[config.mk]
export PLATFORM = sky130hd
export DESIGN_NAME = nave_ctrl
export DESIGN_NICKNAME = d
export VERILOG_FILES = /design/src/rtl/nave_ctrl.sv
export SDC_FILE = /design/constraint.sdc
export NUM_CORES = 1
export LEC_CHECK = 0
export BUFFER_PORTS_ARGS = -buffer_cell sky130_fd_sc_hd__buf_2
export CORE_MARGIN = 5
export CORE_UTILIZATION = 55
export CTS_CLUSTER_SIZE = 25
export DETAILED_ROUTE_END_ITERATION = 8
export GPL_ROUTABILITY_DRIVEN = 0
export MAX_ROUTING_LAYER = met4
export PLACE_DENSITY = 0.79
export RECOVER_POWER = 25
export REMOVE_ABC_BUFFERS = 1
export SLEW_MARGIN = 20
export SYNTH_ARGS = -nofsm -noshare
export SYNTH_HDL_FRONTEND = slang
export SYNTH_SLANG_ARGS = --single-unit
[constraint.sdc]
create_clock -name clk -period 3 [get_ports clk]
set_input_delay 0.45 -clock clk [delete_from_list [all_inputs] [get_ports clk]]
set_output_delay 0.45 -clock clk [all_outputs]
set_load 0.05 [all_outputs]
[src/rtl/nave_ctrl.sv]
// nave_ctrl: player ship controller for the VGA shooter.
// Moves the ship left/right once per frame from two buttons, launches a single
// shot from a third button and flies it upward until it leaves the top of the
// screen or a collision pulse kills it. A cooldown enforces a pause between shots.
module nave_ctrl #(
    parameter int STEP      = 4,
    parameter int X_MIN     = 0,
    parameter int X_MAX     = 618,
    parameter int X_RESET   = 309,
    parameter int SHIP_Y    = 490,
    parameter int SHOT_STEP = 8,
    parameter int COOLDOWN  = 8
) (
    input  logic        clk,
    input  logic        reset,
    input  logic        btn_A,
    input  logic        btn_B,
    input  logic        btn_C,
    input  logic [9:0]  h_counter,
    input  logic [9:0]  v_counter,
    input  logic        hit,
    output logic [10:0] posX,
    output logic        shot_valid,
    output logic [10:0] shot_x,
    output logic [9:0]  shot_y,
    output logic        frame_tick
);

    localparam int CNT_W = (COOLDOWN > 1) ? $clog2(COOLDOWN) : 1;

    localparam logic [10:0]      STEP_V      = 11'(STEP);
    localparam logic [10:0]      X_MIN_V     = 11'(X_MIN);
    localparam logic [10:0]      X_MAX_V     = 11'(X_MAX);
    localparam logic [10:0]      X_RESET_V   = 11'(X_RESET);
    localparam logic [10:0]      SHOT_OFS    = 11'd10;
    localparam logic [9:0]       LAUNCH_Y    = 10'(SHIP_Y - 4);
    localparam logic [9:0]       SHOT_STEP_V = 10'(SHOT_STEP);
    localparam logic [CNT_W-1:0] COOL_LOAD   = CNT_W'(COOLDOWN - 1);
    localparam logic [CNT_W-1:0] CNT_ONE     = CNT_W'(1);

    typedef enum logic [1:0] {
        S_IDLE,
        S_FLYING,
        S_COOL
    } shot_state_t;

    // Synchronizer stages: bit 0 = A (left), bit 1 = B (right), bit 2 = C (fire)
    logic [2:0]  sync_meta_d, sync_meta_q;
    logic [2:0]  sync_d, sync_q;

    logic        match_d, match_q;
    logic        frame_tick_d, frame_tick_q;

    logic [10:0] pos_x_d, pos_x_q;

    shot_state_t state_d, state_q;
    logic        shot_valid_d, shot_valid_q;
    logic [10:0] shot_x_d, shot_x_q;
    logic [9:0]  shot_y_d, shot_y_q;
    logic        armed_d, armed_q;
    logic [CNT_W-1:0] cool_cnt_d, cool_cnt_q;

    logic        move_left;
    logic        move_right;
    logic        fire;

    // Button synchronizers and the frame-start edge detector on the VGA counters
    always_comb begin
        sync_meta_d  = {btn_C, btn_B, btn_A};
        sync_d       = sync_meta_q;
        match_d      = (h_counter == 10'd0) && (v_counter == 10'd0);
        frame_tick_d = match_d && !match_q;
    end

    // Ship movement once per frame; opposing or idle buttons leave the ship still
    always_comb begin
        move_left  = sync_q[0] && !sync_q[1];
        move_right = sync_q[1] && !sync_q[0];
        pos_x_d    = pos_x_q;
        if (frame_tick_q) begin
            if (move_left) begin
                pos_x_d = (pos_x_q < X_MIN_V + STEP_V) ? X_MIN_V : pos_x_q - STEP_V;
            end else if (move_right) begin
                pos_x_d = (pos_x_q + STEP_V > X_MAX_V) ? X_MAX_V : pos_x_q + STEP_V;
            end
        end
    end

    // Shot FSM next-state: launch, flight, collision kill and cooldown re-arm
    always_comb begin
        fire         = sync_q[2];
        state_d      = state_q;
        shot_valid_d = shot_valid_q;
        shot_x_d     = shot_x_q;
        shot_y_d     = shot_y_q;
        armed_d      = armed_q;
        cool_cnt_d   = cool_cnt_q;

        if (frame_tick_q && !fire) begin
            armed_d = 1'b1;
        end

        case (state_q)
            S_IDLE: begin
                if (frame_tick_q && fire && armed_q) begin
                    state_d      = S_FLYING;
                    shot_x_d     = pos_x_q + SHOT_OFS;
                    shot_y_d     = LAUNCH_Y;
                    shot_valid_d = 1'b1;
                    armed_d      = 1'b0;
                end
            end
            S_FLYING: begin
                if (hit) begin
                    state_d      = S_COOL;
                    shot_valid_d = 1'b0;
                    cool_cnt_d   = COOL_LOAD;
                end else if (frame_tick_q) begin
                    if (shot_y_q < SHOT_STEP_V) begin
                        state_d      = S_COOL;
                        shot_valid_d = 1'b0;
                        cool_cnt_d   = COOL_LOAD;
                    end else begin
                        shot_y_d = shot_y_q - SHOT_STEP_V;
                    end
                end
            end
            S_COOL: begin
                if (frame_tick_q) begin
                    if (cool_cnt_q == '0) begin
                        state_d = S_IDLE;
                    end else begin
                        cool_cnt_d = cool_cnt_q - CNT_ONE;
                    end
                end
            end
            default: begin
                state_d      = S_IDLE;
                shot_valid_d = 1'b0;
            end
        endcase
    end

    // State register for all flops; reset kills any shot in flight immediately
    always_ff @(posedge clk or posedge reset) begin
        if (reset) begin
            sync_meta_q  <= '0;
            sync_q       <= '0;
            match_q      <= 1'b0;
            frame_tick_q <= 1'b0;
            pos_x_q      <= X_RESET_V;
            state_q      <= S_IDLE;
            shot_valid_q <= 1'b0;
            shot_x_q     <= '0;
            shot_y_q     <= '0;
            armed_q      <= 1'b1;
            cool_cnt_q   <= '0;
        end else begin
            sync_meta_q  <= sync_meta_d;
            sync_q       <= sync_d;
            match_q      <= match_d;
            frame_tick_q <= frame_tick_d;
            pos_x_q      <= pos_x_d;
            state_q      <= state_d;
            shot_valid_q <= shot_valid_d;
            shot_x_q     <= shot_x_d;
            shot_y_q     <= shot_y_d;
            armed_q      <= armed_d;
            cool_cnt_q   <= cool_cnt_d;
        end
    end

    assign posX       = pos_x_q;
    assign shot_valid = shot_valid_q;
    assign shot_x     = shot_x_q;
    assign shot_y     = shot_y_q;
    assign frame_tick = frame_tick_q;

endmodule

# [Word-level counts from Yosys, hierarchy flattened]
# Cells that the tools add are included.
[op_classes] reduce_logical=24 multipliers=0 n_addsub=5 n_shift=0 div=0 n_mux=30 n_bitwise=1 order_cmp=3 eq_ne=11
[op_table] op="11-bit 2-to-1 mux" n=4
[op_table] op="10-bit 2-to-1 mux" n=4
[op_table] op="10-bit zero test" n=2
[op_table] op="10-bit case mux with 2 select lines" n=1
[op_table] op="3-bit 2-to-1 mux" n=5
[op_table] op="5-bit AND reduction" n=3
[op_table] op="2-bit != test, second input constant" n=7
[op_table] op="2-bit 2-to-1 mux" n=6
[op_table] op="11-bit by 3-bit adder with 11-bit output, second input constant" n=1
[op_table] op="11-bit by 4-bit adder with 11-bit output, second input constant" n=1
[op_table] op="11-bit by 10-bit > comparator with 1-bit output, second input constant" n=1
[op_table] op="11-bit by 3-bit < comparator with 1-bit output, second input constant" n=1
[op_table] op="11-bit by 3-bit subtractor with 11-bit output, second input constant" n=1
[op_table] op="10-bit by 4-bit < comparator with 1-bit output, second input constant" n=1
[op_table] op="10-bit by 4-bit subtractor with 10-bit output, second input constant" n=1
[op_table] op="1-bit logical AND" n=7
[op_table] op="1-bit 2-to-1 mux" n=7
[op_table] op="3-bit != test, second input constant" n=2
[op_table] op="2-bit case mux with 3 select lines" n=1
[op_table] op="3-bit case mux with 2 select lines" n=1
[op_table] op="2-bit nonzero test" n=3
[op_table] op="1-bit zero test" n=4
[op_table] op="2-bit AND reduction" n=2
[op_table] op="4-bit AND reduction" n=1
[op_table] op="other kinds (7)" n=7
[word_totals] regBits=47 input_bits=26 mem_bits_rw=0 latchBits=0 rom_bits=0 out_inout_bits=34 n_memories=0 wordCells=85

# [Depth between registers and ports, before layout]
# Gate-level depths: netlist of run 1.
[depth] word_depth=5 mapped_depth=9 mapped_depth_nobuf=8

# [Worst setup path before layout of run 1]
# No wires, ideal clock.
[synth_path] kind="register to register" startpoint="register pos_x_q[2] (netlist: posX[2])" endpoint="register pos_x_q[3] (netlist: posX[3])" path_buffers=1 required_time_ns=2.912 arrival_ns=2.204 path_slack_ns=0.708 synth_period_minus_slack_ns=2.292 path_stages_with_launch=10 setup_ns=0.088 path_cell_list="dfstp_2 buf_6 inv_1 ha_1 inv_1 a311o_1 a32o_2 a21oi_2 nor3_1 a41oi_1"
[synth_between] elab_chain_len=5 elab_cells_between_ends=8 cone_classes="add/sub: 2; order compare: 2; mux: 4"
[synth_rtl] element="start, declared" line="54" source="logic [10:0] pos_x_d, pos_x_q;"
[synth_rtl] element="start signal, assigned" line="163" source="pos_x_q <= pos_x_d;"
[synth_rtl] element="11-bit by 3-bit adder with 11-bit output" line="84" source="pos_x_d = (pos_x_q + STEP_V > X_MAX_V) ? X_MAX_V : pos_x_q + STEP_V;"
[synth_rtl] element="11-bit by 10-bit > comparator with 1-bit output" line="84"
[synth_rtl] element="11-bit 2-to-1 mux" line="84"
[synth_rtl] element="11-bit 2-to-1 mux" line="83" source="end else if (move_right) begin"
[synth_rtl] element="11-bit 2-to-1 mux *" line="81" source="if (move_left) begin"
# Mark *: on every way between the ends. The rest lies on a longest branch, timed or not. The select of a mux whose other input is x is not followed.
# A chain may end at the register's enable or synchronous reset.

# [Worst setup path in the final report of run 1]
[layout_path] startpoint="register pos_x_q[2] (netlist: posX[2])" endpoint="register pos_x_q[2] (netlist: posX[2])"
# Same word-level chain as after synthesis.

==> report_table.html, run 1 <==
<table>
<tr><th>Metric</th><th>Value</th></tr>
<tr><th colspan="2">Outcome</th></tr>
<tr><td>Outcome</td><td>finished with violations</td></tr>
<tr><td>Violated checks</td><td>capacitance limit, slew limit</td></tr>
<tr><th colspan="2">Detailed routing</th></tr>
<tr><td>Post-DRT Antenna Nets</td><td>0</td></tr>
<tr><td>Met3 Wirelength</td><td>475 microns</td></tr>
<tr><td>Via-to-Cell Ratio</td><td>5.69</td></tr>
<tr><td>Routed Wire Length</td><td>6200 microns</td></tr>
<tr><td>Remaining design rule violation count</td><td>0</td></tr>
<tr><td>Uppermost signal routing layer after detailed routing</td><td>met4</td></tr>
<tr><td>Routed length per instance</td><td>14.6 microns</td></tr>
<tr><td>Iteration count of the initial detailed-routing pass</td><td>4</td></tr>
<tr><td>Vias after detailed routing</td><td>2,418</td></tr>
<tr><td>Met2 routed wirelength</td><td>2830 microns</td></tr>
<tr><td>Detailed-route wire length on metal 1</td><td>2760 microns</td></tr>
<tr><td>Detailed Route Iter0 Violations</td><td>147</td></tr>
<tr><th colspan="2">Die</th></tr>
<tr><td>Io pins</td><td>60</td></tr>
<tr><td>Area enclosed by the die boundary</td><td>0.00660 sq mm</td></tr>
<tr><td>Initial Util</td><td>55.7%</td></tr>
<tr><td>Horizontal extent of the die</td><td>81.2 microns</td></tr>
<tr><td>Floorplan Core Area</td><td>0.00501 sq mm</td></tr>
<tr><td>Number of placement rows</td><td>26</td></tr>
<tr><td>Vertical die dimension</td><td>81.2 microns</td></tr>
<tr><th colspan="2">Timing</th></tr>
<tr><td>Peak clock frequency supported by timing</td><td>428 MHz</td></tr>
<tr><td>Measured slew at the worst slew-check pin</td><td>1.61 ns</td></tr>
<tr><td>Final cycle utilization of the critical path</td><td>77.9%</td></tr>
<tr><td>Final slew viol count</td><td>46</td></tr>
<tr><td>Post-layout minimum cycle time</td><td>2.34 ns</td></tr>
<tr><td>Number of hold violations in the final report</td><td>0</td></tr>
<tr><td>Setup TNS</td><td>0 ns</td></tr>
<tr><td>Setup repair after global routing missed its margin</td><td>false</td></tr>
<tr><td>Maximum clock skew at final layout</td><td>0.00792 ns</td></tr>
<tr><td>Final setup vio count</td><td>0</td></tr>
<tr><td>Remaining max-slew budget at the tightest pin</td><td>-7.59%</td></tr>
<tr><th colspan="2">Layout</th></tr>
<tr><td>Post-layout instance count excluding filler cells</td><td>425</td></tr>
<tr><td>Final core occ</td><td>62.5%</td></tr>
<tr><td>Area growth from synthesis to layout</td><td>12.3%</td></tr>
<tr><td>Number of nets in the layout</td><td>389</td></tr>
<tr><td>Number of inserted diodes</td><td>0</td></tr>
<tr><td>Layout cell share with drive strength beyond 1</td><td>26.5%</td></tr>
<tr><th colspan="2">Critical path</th></tr>
<tr><td>Data arrival time of the worst path</td><td>2.57 ns</td></tr>
<tr><td>Setup crit end kind</td><td>flop</td></tr>
<tr><td>Required time at the worst-slack endpoint</td><td>3.23 ns</td></tr>
<tr><td>Highest fanout seen on the critical path</td><td>15</td></tr>
<tr><td>Worst setup SP type</td><td>flop</td></tr>
<tr><td>Setup CP Type</td><td>flop to flop</td></tr>
<tr><th colspan="2">Yosys</th></tr>
<tr><td>Ranking of synthesized cells by instance count</td><td>45 x nand2_1, 39 x dfrtp_1, 29 x o21ai_0</td></tr>
<tr><td>Dominant cell by count in the synthesized netlist</td><td>nand2_1</td></tr>
<tr><td>Leading register cell type out of synthesis</td><td>dfrtp_1</td></tr>
<tr><td>Multiplexer fraction of the synthesized cell area</td><td>0.762%</td></tr>
<tr><td>Post-synth EDFFs</td><td>0</td></tr>
<tr><td>Post-synthesis register bit count</td><td>45</td></tr>
<tr><td>YS warnings</td><td>0</td></tr>
<tr><td>Simple logic cell fraction of the synthesized area</td><td>23.8%</td></tr>
<tr><td>Combinational family with the most area after synthesis</td><td>simple AND/OR/NAND/NOR gates</td></tr>
<tr><td>Syn Std Cell Area</td><td>0.00279 sq mm</td></tr>
<tr><td>Sequential fraction of the synthesis area</td><td>40.6%</td></tr>
<tr><td>Synth Area in Adders</td><td>4.04%</td></tr>
<tr><td>Top cell type by total area after synthesis</td><td>dfrtp_1</td></tr>
<tr><td>Avg Cell Area, Syn</td><td>9.09 sq um</td></tr>
<tr><td>Number of standard cells after synthesis</td><td>307</td></tr>
<tr><td>Share of the synthesized netlist area taken by xor and xnor gates</td><td>3.77%</td></tr>
<tr><td>Area share of the leading cell type in the synthesized netlist</td><td>35.0%</td></tr>
<tr><td>Count of different cell masters after synthesis</td><td>67</td></tr>
<tr><td>Proportion of synthesized flip-flops having asynchronous set or reset</td><td>100%</td></tr>
<tr><td>Synth Area in Compound Gates</td><td>19.3%</td></tr>
<tr><td>Top post-synthesis cells by area</td><td>dfrtp_1 35%, nand2_1 6.1%, dfstp_2 5.7%, o21ai_0 5.2%, ha_1 4.0%</td></tr>
<tr><th colspan="2">Clock network</th></tr>
<tr><td>Number of buffers added for setup after CTS</td><td>0</td></tr>
<tr><td>Number of levels in the clock H-tree</td><td>2</td></tr>
<tr><td>TritonCTS clock tree</td><td>yes</td></tr>
<tr><td>Worst-case clock buffer depth</td><td>2</td></tr>
<tr><td>Insertion delay to the later sink of the worst-skew pair</td><td>0.30 ns</td></tr>
<tr><td>Hold Buf Count CTS</td><td>0</td></tr>
<tr><td>Quantity of gates resized following cts</td><td>0</td></tr>
<tr><td>Number of buffers added by the clock tree synthesis step</td><td>5</td></tr>
<tr><td>Clock tree root driver cell</td><td>clkbuf_8</td></tr>
<tr><td>CTS sink count</td><td>45</td></tr>
<tr><td>CTS clk-pin slew, worst paths</td><td>0.07 ns</td></tr>
<tr><th colspan="2">Place</th></tr>
<tr><td>Port bufs</td><td>58</td></tr>
<tr><td>Total half-perimeter wirelength after legalization and detailed placement</td><td>4690 microns</td></tr>
<tr><td>Cell Count Post-Placement</td><td>417</td></tr>
<tr><th colspan="2">Power and ir drop</th></tr>
<tr><td>P_leak</td><td>1.40 nW</td></tr>
<tr><td>Maximum VDD drop</td><td>0.000179 V</td></tr>
<tr><td>Total power divided by cell area</td><td>329 mW/mm^2</td></tr>
<tr><th colspan="2">Job</th></tr>
<tr><td>Number of max-cap violations</td><td>1</td></tr>
<tr><th colspan="2">Global routing</th></tr>
<tr><td>Number of global-route vias before repair</td><td>2,298</td></tr>
<tr><td>First-pass GRT wire length</td><td>10,500 microns</td></tr>
<tr><td>Number of antenna violations at the first check in global routing</td><td>0</td></tr>
<tr><td>Pin count of the biggest net entering global routing</td><td>46</td></tr>
<tr><td>Remaining global-route overflow</td><td>0</td></tr>
<tr><td>All-layer global routing usage</td><td>21.0%</td></tr>
<tr><th colspan="2">Worst hold path</th></tr>
<tr><td>Kind of path behind the tightest hold check</td><td>primary input to flop</td></tr>
</table>
[cells by family (layout without fill, tap and decap cells)]
logic type | after synthesis | in the layout
AO/OA/AOI/OAI | 78 | 78
XOR/XNOR | 12 | 12
adder cells (fa/ha/maj) | 9 | 9
buffers and inverters | 39 | 87
flip-flops | 45 | 45
multiplexers | 2 | 2
other | 1 | 1
AND/OR/NAND/NOR | 121 | 121
[layout make-up]
type,count,area (sq um)
flip-flops and latches,45,1130
multi-input cells,223,1450
inverters,19,71.3
well taps,70,87.6
fillers,438,1880
repair buffers,60,305
clock buffers,8,90.1
[per-layer routing]
| metal | vias to the layer above | GRT usage [%] |
|---|---|---|
| met1 | 1106 | 26.7 |
| met2 | 110 | 32.8 |
| li1 | 1183 | - |
| met5 | - | - |
| met3 | 19 | 4.55 |
| met4 | 0 | 8.11 |
[registers in the layout, indices dropped and copies added (netlist names)]
register    flops
cool_cnt_q      3
sync_d          3
shot_x         11
sync_q          3
state_q         2
match_q         1
armed_q         1
frame_tick      1
shot_valid      1
shot_y          8
posX           11
[critical path: stages (launching register included)]
cell and delay [ns]:
dfstp_2 0.71, ha_1 0.35, nand3_2 0.17, o21a_1 0.29, a211oi_2 0.24, a22oi_2 0.13, a211o_1 0.32, o21ai_2 0.06
[per-stage QoR]
step                hold WS (ns)  instance area, sq um  worst slack [ns]  total power [mW]
floorplan                  0.331                  2650             0.660             0.647
global placement           0.332                  3040             0.774             0.670
detailed placement         0.336                  3040             0.710             0.670
CTS                        0.245                  3130             0.679              1.04
global route               0.242                  3130             0.548              1.08
finish                     0.255                  3130             0.664              1.03
[cell usage in the layout (no fill, tap or decap), drive strengths merged, types with 2 or more instances in the layout]
master,Yosys,final
nand4,4,4
a211o,2,2
dfrtp,39,39
a211oi,3,3
nor2,18,18
o311ai,3,3
ha,9,9
a21oi,11,11
or3,4,4
xor2,5,5
buf,15,60
nand2,46,46
o21ai,34,34
nand3,9,9
a32o,2,2
dfstp,6,6
a31oi,4,4
nand2b,5,5
a41oi,2,2
nor4,11,11
inv,19,19
o31ai,2,2
nor2b,2,2
clkbuf,5,8
o41ai,2,2
nand3b,2,2
xnor2,7,7
nor3b,2,2
nor3,12,12
o21a,2,2
o221ai,2,2
[worst paths after layout]
| check | startpoint | slack, ns | endpoint | cells after the start |
|---|---|---|---|---|
| setup / recovery | posX[2] | 0.66 | posX[2] | 7 |
| hold / removal | btn_A | 0.26 | sync_d[0] | 1 |
| setup reg to reg | posX[2] | 0.66 | posX[2] | 7 |
| hold reg to reg | sync_d[1] | 0.36 | sync_q[1] | 0 |
| max in group asynchronous | reset | 1.42 | shot_x[1] | 2 |
| min in group asynchronous | reset | 0.64 | cool_cnt_q[0] | 2 |
[report_power, final]
group	internal, mW	switching [mW]	total [mW]
combinational	0.0173	0.0283	0.0456
clock	0.188	0.185	0.373
sequential	0.611	0.00132	0.612
total	0.816	0.215	1.03
(Power assumes the default switching activity.)
==> run 2: changes to the inputs <==
--- a/config.mk
+++ b/config.mk
@@ -7,12 +7,12 @@
 export LEC_CHECK = 0
 export BUFFER_PORTS_ARGS = -buffer_cell sky130_fd_sc_hd__buf_2
 export CORE_MARGIN = 5
-export CORE_UTILIZATION = 55
+export CORE_UTILIZATION = 49
 export CTS_CLUSTER_SIZE = 25
 export DETAILED_ROUTE_END_ITERATION = 8
 export GPL_ROUTABILITY_DRIVEN = 0
 export MAX_ROUTING_LAYER = met4
-export PLACE_DENSITY = 0.79
+export PLACE_DENSITY = 0.75
 export RECOVER_POWER = 25
 export REMOVE_ABC_BUFFERS = 1
 export SLEW_MARGIN = 20
==> constraint.sdc (replaced) <==
create_clock -name clk -period 2.05 [get_ports clk]
set_input_delay 0.3075 -clock clk [delete_from_list [all_inputs] [get_ports clk]]
set_output_delay 0.3075 -clock clk [all_outputs]
set_load 0.05 [all_outputs]
==> report_table.html, run 2 (synthesis results as in run 1) <==
<table>
<tr><th>Metric</th><th>Value</th></tr>
<tr><th colspan="2">Outcome</th></tr>
<tr><td>Outcome</td><td>finished, final reports clean</td></tr>
<tr><th colspan="2">Timing</th></tr>
<tr><td>Final slew viol count</td><td>0 (-100%)</td></tr>
<tr><td>Measured slew at the worst slew-check pin</td><td>1.13 ns (-0.479 ns)</td></tr>
<tr><td>Number of hold violations in the final report</td><td>0 (unchanged)</td></tr>
<tr><td>Final cycle utilization of the critical path</td><td>100% (+22 points)</td></tr>
<tr><td>Least setup slack across all paths after layout</td><td>0.000385 ns (-0.664 ns)</td></tr>
<tr><td>Setup repair after global routing missed its margin</td><td>true</td></tr>
<tr><td>Remaining max-slew budget at the tightest pin</td><td>24.5% (+32 points)</td></tr>
<tr><td>Final setup vio count</td><td>0 (unchanged)</td></tr>
<tr><td>Post-layout minimum cycle time</td><td>2.05 ns (-0.286 ns)</td></tr>
<tr><td>Maximum clock skew at final layout</td><td>0.00604 ns (-0.00189 ns)</td></tr>
<tr><td>Peak clock frequency supported by timing</td><td>488 MHz (+14%)</td></tr>
<tr><th colspan="2">Layout</th></tr>
<tr><td>Multi-input gate area</td><td>0.00153 sq mm (+5.7%)</td></tr>
<tr><td>Highest-count cells in the layout ignoring fill and taps</td><td>58 x buf_2, 43 x nand2_1, 39 x dfrtp_1, 27 x o21ai_0, 25 x buf_4</td></tr>
<tr><td>Area used by sequential logic in the layout</td><td>0.00114 sq mm (+0.33%)</td></tr>
<tr><td>Most frequent standard cell in the layout excluding fill and tap cells</td><td>buf_2</td></tr>
<tr><td>Layout fillers</td><td>462 (+5.5%)</td></tr>
<tr><td>Post-layout instance count excluding filler cells</td><td>453 (+6.6%)</td></tr>
<tr><td>Layout cell share with drive strength beyond 1</td><td>34.9% (+8.4 points)</td></tr>
<tr><td>Number of nets in the layout</td><td>415 (+6.7%)</td></tr>
<tr><td>Number of inserted diodes</td><td>0 (unchanged)</td></tr>
<tr><td>Area growth from synthesis to layout</td><td>22.9%</td></tr>
<tr><th colspan="2">Clock network</th></tr>
<tr><td>Insertion delay to the later sink of the worst-skew pair</td><td>0.30 ns (about the same)</td></tr>
<tr><td>Number of buffers added by the clock tree synthesis step</td><td>5 (unchanged)</td></tr>
<tr><td>Number of levels in the clock H-tree</td><td>2 (unchanged)</td></tr>
<tr><td>Worst-case clock buffer depth</td><td>2 (unchanged)</td></tr>
<tr><td>Hold Buf Count CTS</td><td>0 (unchanged)</td></tr>
<tr><td>CTS clk-pin slew, worst paths</td><td>0.09 ns (+0.02 ns)</td></tr>
<tr><td>CTS sink count</td><td>45 (unchanged)</td></tr>
<tr><td>TritonCTS clock tree</td><td>yes</td></tr>
<tr><td>Clock tree root driver cell</td><td>clkbuf_8</td></tr>
<tr><th colspan="2">Critical path</th></tr>
<tr><td>R2R depth</td><td>8 (+1)</td></tr>
<tr><td>Setup crit end kind</td><td>flop</td></tr>
<tr><td>Minimum setup slack among reg-to-reg paths</td><td>0.0004 ns (-0.66 ns)</td></tr>
<tr><td>Cell with the biggest individual delay on the critical path</td><td>dfstp_2</td></tr>
<tr><td>Max stage delay on crit path</td><td>0.59 ns (-0.12 ns)</td></tr>
<tr><td>Data arrival time of the worst path</td><td>2.25 ns (-0.32 ns)</td></tr>
<tr><td>Required time at the worst-slack endpoint</td><td>2.25 ns (-0.98 ns)</td></tr>
<tr><td>Highest fanout seen on the critical path</td><td>4 (-11)</td></tr>
<tr><td>Worst setup SP type</td><td>flop</td></tr>
<tr><td>CP cell instances</td><td>inv_2 -&gt; ha_4 -&gt; inv_2 -&gt; a311o_1 -&gt; a32o_2 -&gt; a21oi_4 -&gt; o311ai_4 -&gt; o311ai_2</td></tr>
<tr><td>Worst path buffer plus inverter count</td><td>2 (+2)</td></tr>
<tr><td>Critical register-to-register path startpoint</td><td>posX[2]</td></tr>
<tr><td>Category of cells accounting for the largest share of critical-path delay</td><td>compound AO/OA/AOI/OAI gates</td></tr>
<tr><td>Cell repeated most along the worst path</td><td>inv_2</td></tr>
<tr><td>Critical R2R Capture</td><td>posX[6]</td></tr>
<tr><td>Setup CP Type</td><td>flop to flop</td></tr>
<tr><th colspan="2">Worst hold path</th></tr>
<tr><td>Hold Crit Depth</td><td>1 (unchanged)</td></tr>
<tr><td>Hold Path Origin</td><td>btn_A</td></tr>
<tr><td>Endpoint, Worst Hold</td><td>sync_d[0]</td></tr>
<tr><td>Kind of path behind the tightest hold check</td><td>primary input to flop</td></tr>
<tr><th colspan="2">Die</th></tr>
<tr><td>Vertical die dimension</td><td>85.5 microns (+5.2%)</td></tr>
<tr><td>Initial Util</td><td>50.7% (-5.0 points)</td></tr>
<tr><td>Number of placement rows</td><td>27 (+3.8%)</td></tr>
<tr><td>Area enclosed by the die boundary</td><td>0.00730 sq mm (+11%)</td></tr>
<tr><td>Horizontal extent of the die</td><td>85.5 microns (+5.2%)</td></tr>
<tr><td>Floorplan Core Area</td><td>0.00551 sq mm (+9.9%)</td></tr>
<tr><td>Io pins</td><td>60 (unchanged)</td></tr>
<tr><th colspan="2">Power and ir drop</th></tr>
<tr><td>Maximum VDD drop</td><td>0.000261 V (+46%)</td></tr>
<tr><td>Part of the power in registers</td><td>57.9% (-1.5 points)</td></tr>
<tr><td>Switching fraction of total power</td><td>22.7% (+1.9 points)</td></tr>
<tr><td>Overall Power</td><td>1.55 mW (+50%)</td></tr>
<tr><td>P_leak</td><td>1.54 nW (+10%)</td></tr>
<tr><td>Internal power consumption</td><td>1.19 mW (+46%)</td></tr>
<tr><td>Total power divided by cell area</td><td>451 mW/mm^2 (+37%)</td></tr>
<tr><td>Fraction of power consumed by the clock network</td><td>37.4% (+1.2 points)</td></tr>
<tr><td>Net switching power of the design</td><td>0.351 mW (+63%)</td></tr>
<tr><td>Combinational share of power</td><td>4.7% (+0.3 points)</td></tr>
<tr><th colspan="2">Global routing</th></tr>
<tr><td>Pin count of the biggest net entering global routing</td><td>46 (unchanged)</td></tr>
<tr><td>Remaining global-route overflow</td><td>0 (unchanged)</td></tr>
<tr><td>First-pass GRT wire length</td><td>11,300 microns (+7.7%)</td></tr>
<tr><td>Number of global-route vias before repair</td><td>2,466 (+7.3%)</td></tr>
<tr><td>Met2 track demand over resource in global routing</td><td>30.2% (-2.6 points)</td></tr>
<tr><td>Most Crowded Layer GR</td><td>met2</td></tr>
<tr><td>Routing usage on met3</td><td>4.08% (-0.47 points)</td></tr>
<tr><td>All-layer global routing usage</td><td>19.4% (-1.6 points)</td></tr>
<tr><td>M1 GR Usage</td><td>25.1% (-1.6 points)</td></tr>
<tr><td>Number of antenna violations at the first check in global routing</td><td>0 (unchanged)</td></tr>
<tr><th colspan="2">Place</th></tr>
<tr><td>Total half-perimeter wirelength after legalization and detailed placement</td><td>4990 microns (+6.4%)</td></tr>
<tr><td>Port bufs</td><td>58 (unchanged)</td></tr>
<tr><td>Worst Setup Slack post-DPL</td><td>-0.00956 ns (-0.720 ns)</td></tr>
<tr><td>Cell Count Post-Placement</td><td>439 (+5.3%)</td></tr>
<tr><th colspan="2">Detailed routing</th></tr>
<tr><td>Via-to-Cell Ratio</td><td>5.56 (-2.3%)</td></tr>
<tr><td>Iteration count of the initial detailed-routing pass</td><td>4 (unchanged)</td></tr>
<tr><td>Routed length per instance</td><td>15.0 microns (+3.0%)</td></tr>
<tr><td>Detailed Route Iter0 Violations</td><td>135 (-8.2%)</td></tr>
<tr><td>Post-DRT Antenna Nets</td><td>0 (unchanged)</td></tr>
<tr><td>Remaining design rule violation count</td><td>0 (unchanged)</td></tr>
<tr><td>Vias after detailed routing</td><td>2,519 (+4.2%)</td></tr>
<tr><td>Routed Wire Length</td><td>6810 microns (+9.8%)</td></tr>
<tr><th colspan="2">Job</th></tr>
<tr><td>Number of max-cap violations</td><td>0 (-1)</td></tr>
</table>
==> run 2: through the flow <==
stage          util (%)  instance area [sq um]  hold slack (ns)  TNS [ns]
2_1_floorplan         -                   2650            0.331     -2.05
3_3_place_gp       58.0                   3200            0.335         0
3_5_place_dp       58.0                   3200            0.346   -0.0183
4_1_cts            60.0                   3300           0.0922         0
5_1_grt            62.3                   3430           0.0893    -0.444
6_report           62.3                   3430            0.108         0
==> run 2: how the worst max path moves through the flow <==
stage | from | end | cells after the start
6_report | posX[2] | posX[6] | 8
5_1_grt | posX[2] | posX[6] | 8
4_1_cts | posX[2] | posX[2] | 8
3_5_place_dp | posX[2] | posX[2] | 8
3_3_place_gp | posX[2] | posX[5] | 7
2_1_floorplan | posX[3] | posX[2] | 7
==> run 2: worst register-to-register path, stage by stage (launching register included) <==
cell and delay, ns:
dfstp_2 0.59, inv_2 0.07, ha_4 0.26, inv_2 0.03
a311o_1 0.28, a32o_2 0.28, a21oi_4 0.20, o311ai_4 0.14
o311ai_2 0.10
==> run 2: cell type report <==
class | count | area share, %
Clock inverter | 2 | 0.401
Tap cell | 72 | 2.63
Clock buffer | 6 | 2.41
Inverter | 19 | 2.08
Sequential cell | 45 | 33.2
Timing Repair Buffer | 86 | 14.7
Multi-Input combinational cell | 223 | 44.6
==> run 2: power by group through the flow <==
stage,logic (mW),clock network (mW),registers (mW)
after floorplan,0.0347,0,0.912
after global placement,0.0701,0,0.912
after detailed placement,0.0716,0,0.913
after CTS,0.0718,0.600,0.895
after global routing,0.0806,0.637,0.896
final,0.0721,0.578,0.895
==> run 2: layer usage <==
metal | vias up | share of wire (%)
li1 | 1236 | -
met3 | 13 | 9.6
met2 | 110 | 45
met1 | 1160 | 43
met4 | 0 | 1.7
met5 | - | 0
==> run 2: repair_timing <==
action / in CTS / in global routing
cloned: 0 / 0
setup endpoints to repair: 4 / 9
buffers inserted: 1 / 6
gates resized for setup: 2 / 20
pin swaps: 0 / 7
==> run 3: changes to the inputs <==
--- a/config.mk
+++ b/config.mk
@@ -5,6 +5,7 @@
 export SDC_FILE = /design/constraint.sdc
 export NUM_CORES = 1
 export LEC_CHECK = 0
+export ABC_AREA = 1
 export BUFFER_PORTS_ARGS = -buffer_cell sky130_fd_sc_hd__buf_2
 export CORE_MARGIN = 5
 export CORE_UTILIZATION = 49
@@ -12,7 +13,7 @@
 export DETAILED_ROUTE_END_ITERATION = 8
 export GPL_ROUTABILITY_DRIVEN = 0
 export MAX_ROUTING_LAYER = met4
-export PLACE_DENSITY = 0.75
+export PLACE_DENSITY = 0.76
 export RECOVER_POWER = 25
 export REMOVE_ABC_BUFFERS = 1
 export SLEW_MARGIN = 20
==> report_table.html, run 3 <==
<table>
<tr><th>Metric</th><th>Value</th></tr>
<tr><th colspan="2">Outcome</th></tr>
<tr><td>Outcome</td><td>finished, final reports clean</td></tr>
<tr><th colspan="2">Timing</th></tr>
<tr><td>Peak clock frequency supported by timing</td><td>524 MHz (+7.5%)</td></tr>
<tr><td>Setup TNS</td><td>0 ns (unchanged)</td></tr>
<tr><td>Final cycle utilization of the critical path</td><td>93.0% (-6.9 points)</td></tr>
<tr><td>Measured slew at the worst slew-check pin</td><td>0.773 ns (-0.360 ns)</td></tr>
<tr><td>Post-layout minimum cycle time</td><td>1.91 ns (-0.142 ns)</td></tr>
<tr><td>Maximum clock skew at final layout</td><td>0.00472 ns (-0.00131 ns)</td></tr>
<tr><td>Number of hold violations in the final report</td><td>0 (unchanged)</td></tr>
<tr><td>Final setup vio count</td><td>0 (unchanged)</td></tr>
<tr><td>Final slew viol count</td><td>0 (unchanged)</td></tr>
<tr><td>Remaining max-slew budget at the tightest pin</td><td>48.2% (+24 points)</td></tr>
<tr><th colspan="2">Place</th></tr>
<tr><td>Cell Area, Placed</td><td>0.00293 sq mm (-8.3%)</td></tr>
<tr><td>Cell Count Post-Placement</td><td>459 (+4.6%)</td></tr>
<tr><td>Total half-perimeter wirelength after legalization and detailed placement</td><td>4560 microns (-8.7%)</td></tr>
<tr><td>Port bufs</td><td>58 (unchanged)</td></tr>
<tr><th colspan="2">Detailed routing</th></tr>
<tr><td>Routed length per instance</td><td>12.5 microns (-17%)</td></tr>
<tr><td>Vias after detailed routing</td><td>2,370 (-5.9%)</td></tr>
<tr><td>Remaining design rule violation count</td><td>0 (unchanged)</td></tr>
<tr><td>Iteration count of the initial detailed-routing pass</td><td>4 (unchanged)</td></tr>
<tr><td>Met2 routed wirelength</td><td>2790 microns (-9.8%)</td></tr>
<tr><td>Via-to-Cell Ratio</td><td>5.05 (-9.1%)</td></tr>
<tr><td>Detailed-route wire length on metal 1</td><td>2650 microns (-10%)</td></tr>
<tr><td>Routed Wire Length</td><td>5880 microns (-14%)</td></tr>
<tr><td>Detailed Route Iter0 Violations</td><td>133 (-1.5%)</td></tr>
<tr><td>Met3 Wirelength</td><td>344 microns (-47%)</td></tr>
<tr><td>Uppermost signal routing layer after detailed routing</td><td>met4</td></tr>
<tr><td>Post-DRT Antenna Nets</td><td>0 (unchanged)</td></tr>
<tr><th colspan="2">Worst hold path</th></tr>
<tr><td>Kind of path behind the tightest hold check</td><td>primary input to async pin</td></tr>
<tr><th colspan="2">Yosys</th></tr>
<tr><td>Sequential fraction of the synthesis area</td><td>44.0% (+3.4 points)</td></tr>
<tr><td>Leading register cell type out of synthesis</td><td>dfrtp_1</td></tr>
<tr><td>Syn Std Cell Area</td><td>0.00257 sq mm (-7.7%)</td></tr>
<tr><td>Post-synth EDFFs</td><td>0 (unchanged)</td></tr>
<tr><td>Area share of the leading cell type in the synthesized netlist</td><td>37.9% (+2.9 points)</td></tr>
<tr><td>Dominant cell by count in the synthesized netlist</td><td>nand2_1</td></tr>
<tr><td>Post-synthesis register bit count</td><td>45 (unchanged)</td></tr>
<tr><td>Avg Cell Area, Syn</td><td>7.71 sq um (-15%)</td></tr>
<tr><td>YS warnings</td><td>0 (unchanged)</td></tr>
<tr><td>Count of different cell masters after synthesis</td><td>34 (-49%)</td></tr>
<tr><td>Number of standard cells after synthesis</td><td>334 (+8.8%)</td></tr>
<tr><td>Proportion of synthesized flip-flops having asynchronous set or reset</td><td>100% (unchanged)</td></tr>
<tr><td>Top cell type by total area after synthesis</td><td>dfrtp_1</td></tr>
<tr><td>Ranking of synthesized cells by instance count</td><td>82 x nand2_1, 45 x inv_1, 39 x dfrtp_1</td></tr>
<tr><td>Top post-synthesis cells by area</td><td>dfrtp_1 38%, nand2_1 12%, inv_1 6.6%, dfstp_2 6.1%, nor2_1 5.4%</td></tr>
<tr><th colspan="2">Clock network</th></tr>
<tr><td>Worst-case clock buffer depth</td><td>2 (unchanged)</td></tr>
<tr><td>TritonCTS clock tree</td><td>yes</td></tr>
<tr><td>Number of levels in the clock H-tree</td><td>2 (unchanged)</td></tr>
<tr><td>Clock tree root driver cell</td><td>clkbuf_8</td></tr>
<tr><td>CTS clk-pin slew, worst paths</td><td>0.09 ns (about the same)</td></tr>
<tr><td>CTS sink count</td><td>45 (unchanged)</td></tr>
<tr><td>Insertion delay to the later sink of the worst-skew pair</td><td>0.30 ns (about the same)</td></tr>
<tr><td>Number of buffers added by the clock tree synthesis step</td><td>5 (unchanged)</td></tr>
<tr><th colspan="2">Layout</th></tr>
<tr><td>Area growth from synthesis to layout</td><td>18.1%</td></tr>
<tr><td>Area of all placed cells without fillers</td><td>0.00304 sq mm (-11%)</td></tr>
<tr><td>Final core occ</td><td>59.5% (-2.7 points)</td></tr>
<tr><td>Most frequent standard cell in the layout excluding fill and tap cells</td><td>nand2_1</td></tr>
<tr><td>Layout fillers</td><td>485 (+5.0%)</td></tr>
<tr><td>Post-layout instance count excluding filler cells</td><td>469 (+3.5%)</td></tr>
<tr><td>Highest-count cells in the layout ignoring fill and taps</td><td>82 x nand2_1, 58 x buf_2, 44 x inv_1, 39 x dfrtp_1, 37 x nor2_1</td></tr>
<tr><td>Number of inserted diodes</td><td>0 (unchanged)</td></tr>
<tr><td>Number of nets in the layout</td><td>433 (+4.3%)</td></tr>
<tr><td>Layout cell share with drive strength beyond 1</td><td>24.3% (-11 points)</td></tr>
<tr><th colspan="2">Die</th></tr>
<tr><td>Floorplan Core Area</td><td>0.00511 sq mm (-7.2%)</td></tr>
<tr><td>Number of placement rows</td><td>26 (-3.7%)</td></tr>
<tr><td>Vertical die dimension</td><td>82.5 microns (-3.5%)</td></tr>
<tr><td>Area enclosed by the die boundary</td><td>0.00680 sq mm (-6.8%)</td></tr>
<tr><td>Horizontal extent of the die</td><td>82.5 microns (-3.5%)</td></tr>
<tr><td>Io pins</td><td>60 (unchanged)</td></tr>
<tr><td>Initial Util</td><td>50.4% (-0.25 points)</td></tr>
<tr><th colspan="2">Critical path</th></tr>
<tr><td>CP cell instances</td><td>inv_1 -&gt; ha_1 -&gt; inv_1 -&gt; nor2_1 -&gt; o21ai_0 -&gt; nand2_1 -&gt; nand3_1 -&gt; nand3_2 -&gt; nand3_1 -&gt; nand3_1 -&gt; nand2_1 -&gt; inv_1</td></tr>
<tr><td>Category of cells accounting for the largest share of critical-path delay</td><td>simple AND/OR/NAND/NOR gates</td></tr>
<tr><td>Highest fanout seen on the critical path</td><td>8 (+4)</td></tr>
<tr><td>Worst path buffer plus inverter count</td><td>3 (+1)</td></tr>
<tr><td>Max stage delay on crit path</td><td>0.62 ns (+0.03 ns)</td></tr>
<tr><td>Cell with the biggest individual delay on the critical path</td><td>dfstp_2</td></tr>
<tr><td>Setup CP Type</td><td>flop to flop</td></tr>
<tr><td>Required time at the worst-slack endpoint</td><td>2.26 ns (about the same)</td></tr>
<tr><td>Data arrival time of the worst path</td><td>2.11 ns (-0.14 ns)</td></tr>
<tr><td>Worst setup SP type</td><td>flop</td></tr>
<tr><td>Setup crit end kind</td><td>flop</td></tr>
<tr><th colspan="2">Global routing</th></tr>
<tr><td>Number of global-route vias before repair</td><td>2,273 (-7.8%)</td></tr>
<tr><td>Remaining global-route overflow</td><td>0 (unchanged)</td></tr>
<tr><td>Number of antenna violations at the first check in global routing</td><td>0 (unchanged)</td></tr>
<tr><td>Pin count of the biggest net entering global routing</td><td>23 (-50%)</td></tr>
<tr><td>All-layer global routing usage</td><td>19.1% (-0.32 points)</td></tr>
<tr><td>First-pass GRT wire length</td><td>9670 microns (-14%)</td></tr>
<tr><th colspan="2">Power and ir drop</th></tr>
<tr><td>Overall Power</td><td>2.47 mW (+60%)</td></tr>
<tr><td>P_leak</td><td>1.62 nW (+5.2%)</td></tr>
<tr><td>Maximum VDD drop</td><td>0.000490 V (+87%)</td></tr>
<tr><td>Total power divided by cell area</td><td>811 mW/mm^2 (+80%)</td></tr>
<tr><th colspan="2">Job</th></tr>
<tr><td>Number of max-cap violations</td><td>0 (unchanged)</td></tr>
</table>
==> run 3: kinds of logic (layout without fill, tap and decap cells) <==
family | Yosys count | after routing | synth area share (%)
AND/OR/NAND/NOR | 171 | 171 | 29.0
buffers and inverters | 56 | 121 | 9.18
flip-flops | 45 | 45 | 44.0
AO/OA/AOI/OAI | 37 | 37 | 8.21
XOR/XNOR | 15 | 15 | 5.10
adder cells (fa/ha/maj) | 9 | 9 | 4.37
other | 1 | 1 | 0.146
==> run 3: power breakdown <==
part / internal (mW) / leakage [nW] / switching, mW
clock: 0.273 / 0.0512 / 0.308
sequential: 1.02 / 0.547 / 0.0780
combinational: 0.204 / 1.02 / 0.587
==> run 3: cell type report <==
class	count	area (sq um)	share of cell area [%]
clock buffer	6	82.6	2.72
clock inverter	2	13.8	0.453
inverter	49	184	6.05
multi-input combinational	233	1210	39.7
sequential	45	1130	37.3
tap	70	87.6	2.88
timing repair buffer	64	332	10.9
==> run 3: worst reg2reg max path: stages, from the launching register on <==
cell	delay [ns]
dfstp_2	0.62
inv_1	0.09
ha_1	0.30
inv_1	0.10
nor2_1	0.04
o21ai_0	0.06
nand2_1	0.07
nand3_1	0.10
nand3_2	0.11
nand3_1	0.14
nand3_1	0.09
nand2_1	0.07
inv_1	0.04
==> run 3: metal layers <==
metal	track usage [%]	vias to the layer above
li1	-	1180
met1	22.8	1096
met2	31.7	85
met3	3.90	9
met4	7.68	0
met5	-	-
==> run 3: through the flow <==
| step | worst slack (ns) | hold slack, ns |
|---|---|---|
| detailed placement | 0.144 | 0.335 |
| CTS | 0.141 | 0.0459 |
| global route | -0.00135 | 0.0827 |
| floorplan | 0.0626 | 0.331 |
| finish | 0.143 | 0.0364 |
| global placement | 0.250 | 0.333 |
==> run 3: what timing repair did <==
item	CTS	global route
setup endpoints to repair	0	8
endpoints found under the hold margin	0	0
setup buffers	0	2
hold buffers	0	0
resized for setup	0	1
==> run 3: final timing paths <==
path,start,endpoint,slack [ns],cells after the start
max in group asynchronous,reset,shot_x[1],1.04,3
max reg2reg,posX[2],posX[6],0.14,12
max,posX[2],posX[6],0.14,12
min,reset,cool_cnt_q[2],0.04,2
min in group clk,btn_B,sync_d[1],0.10,1
min reg2reg,sync_d[0],sync_q[0],0.35,0
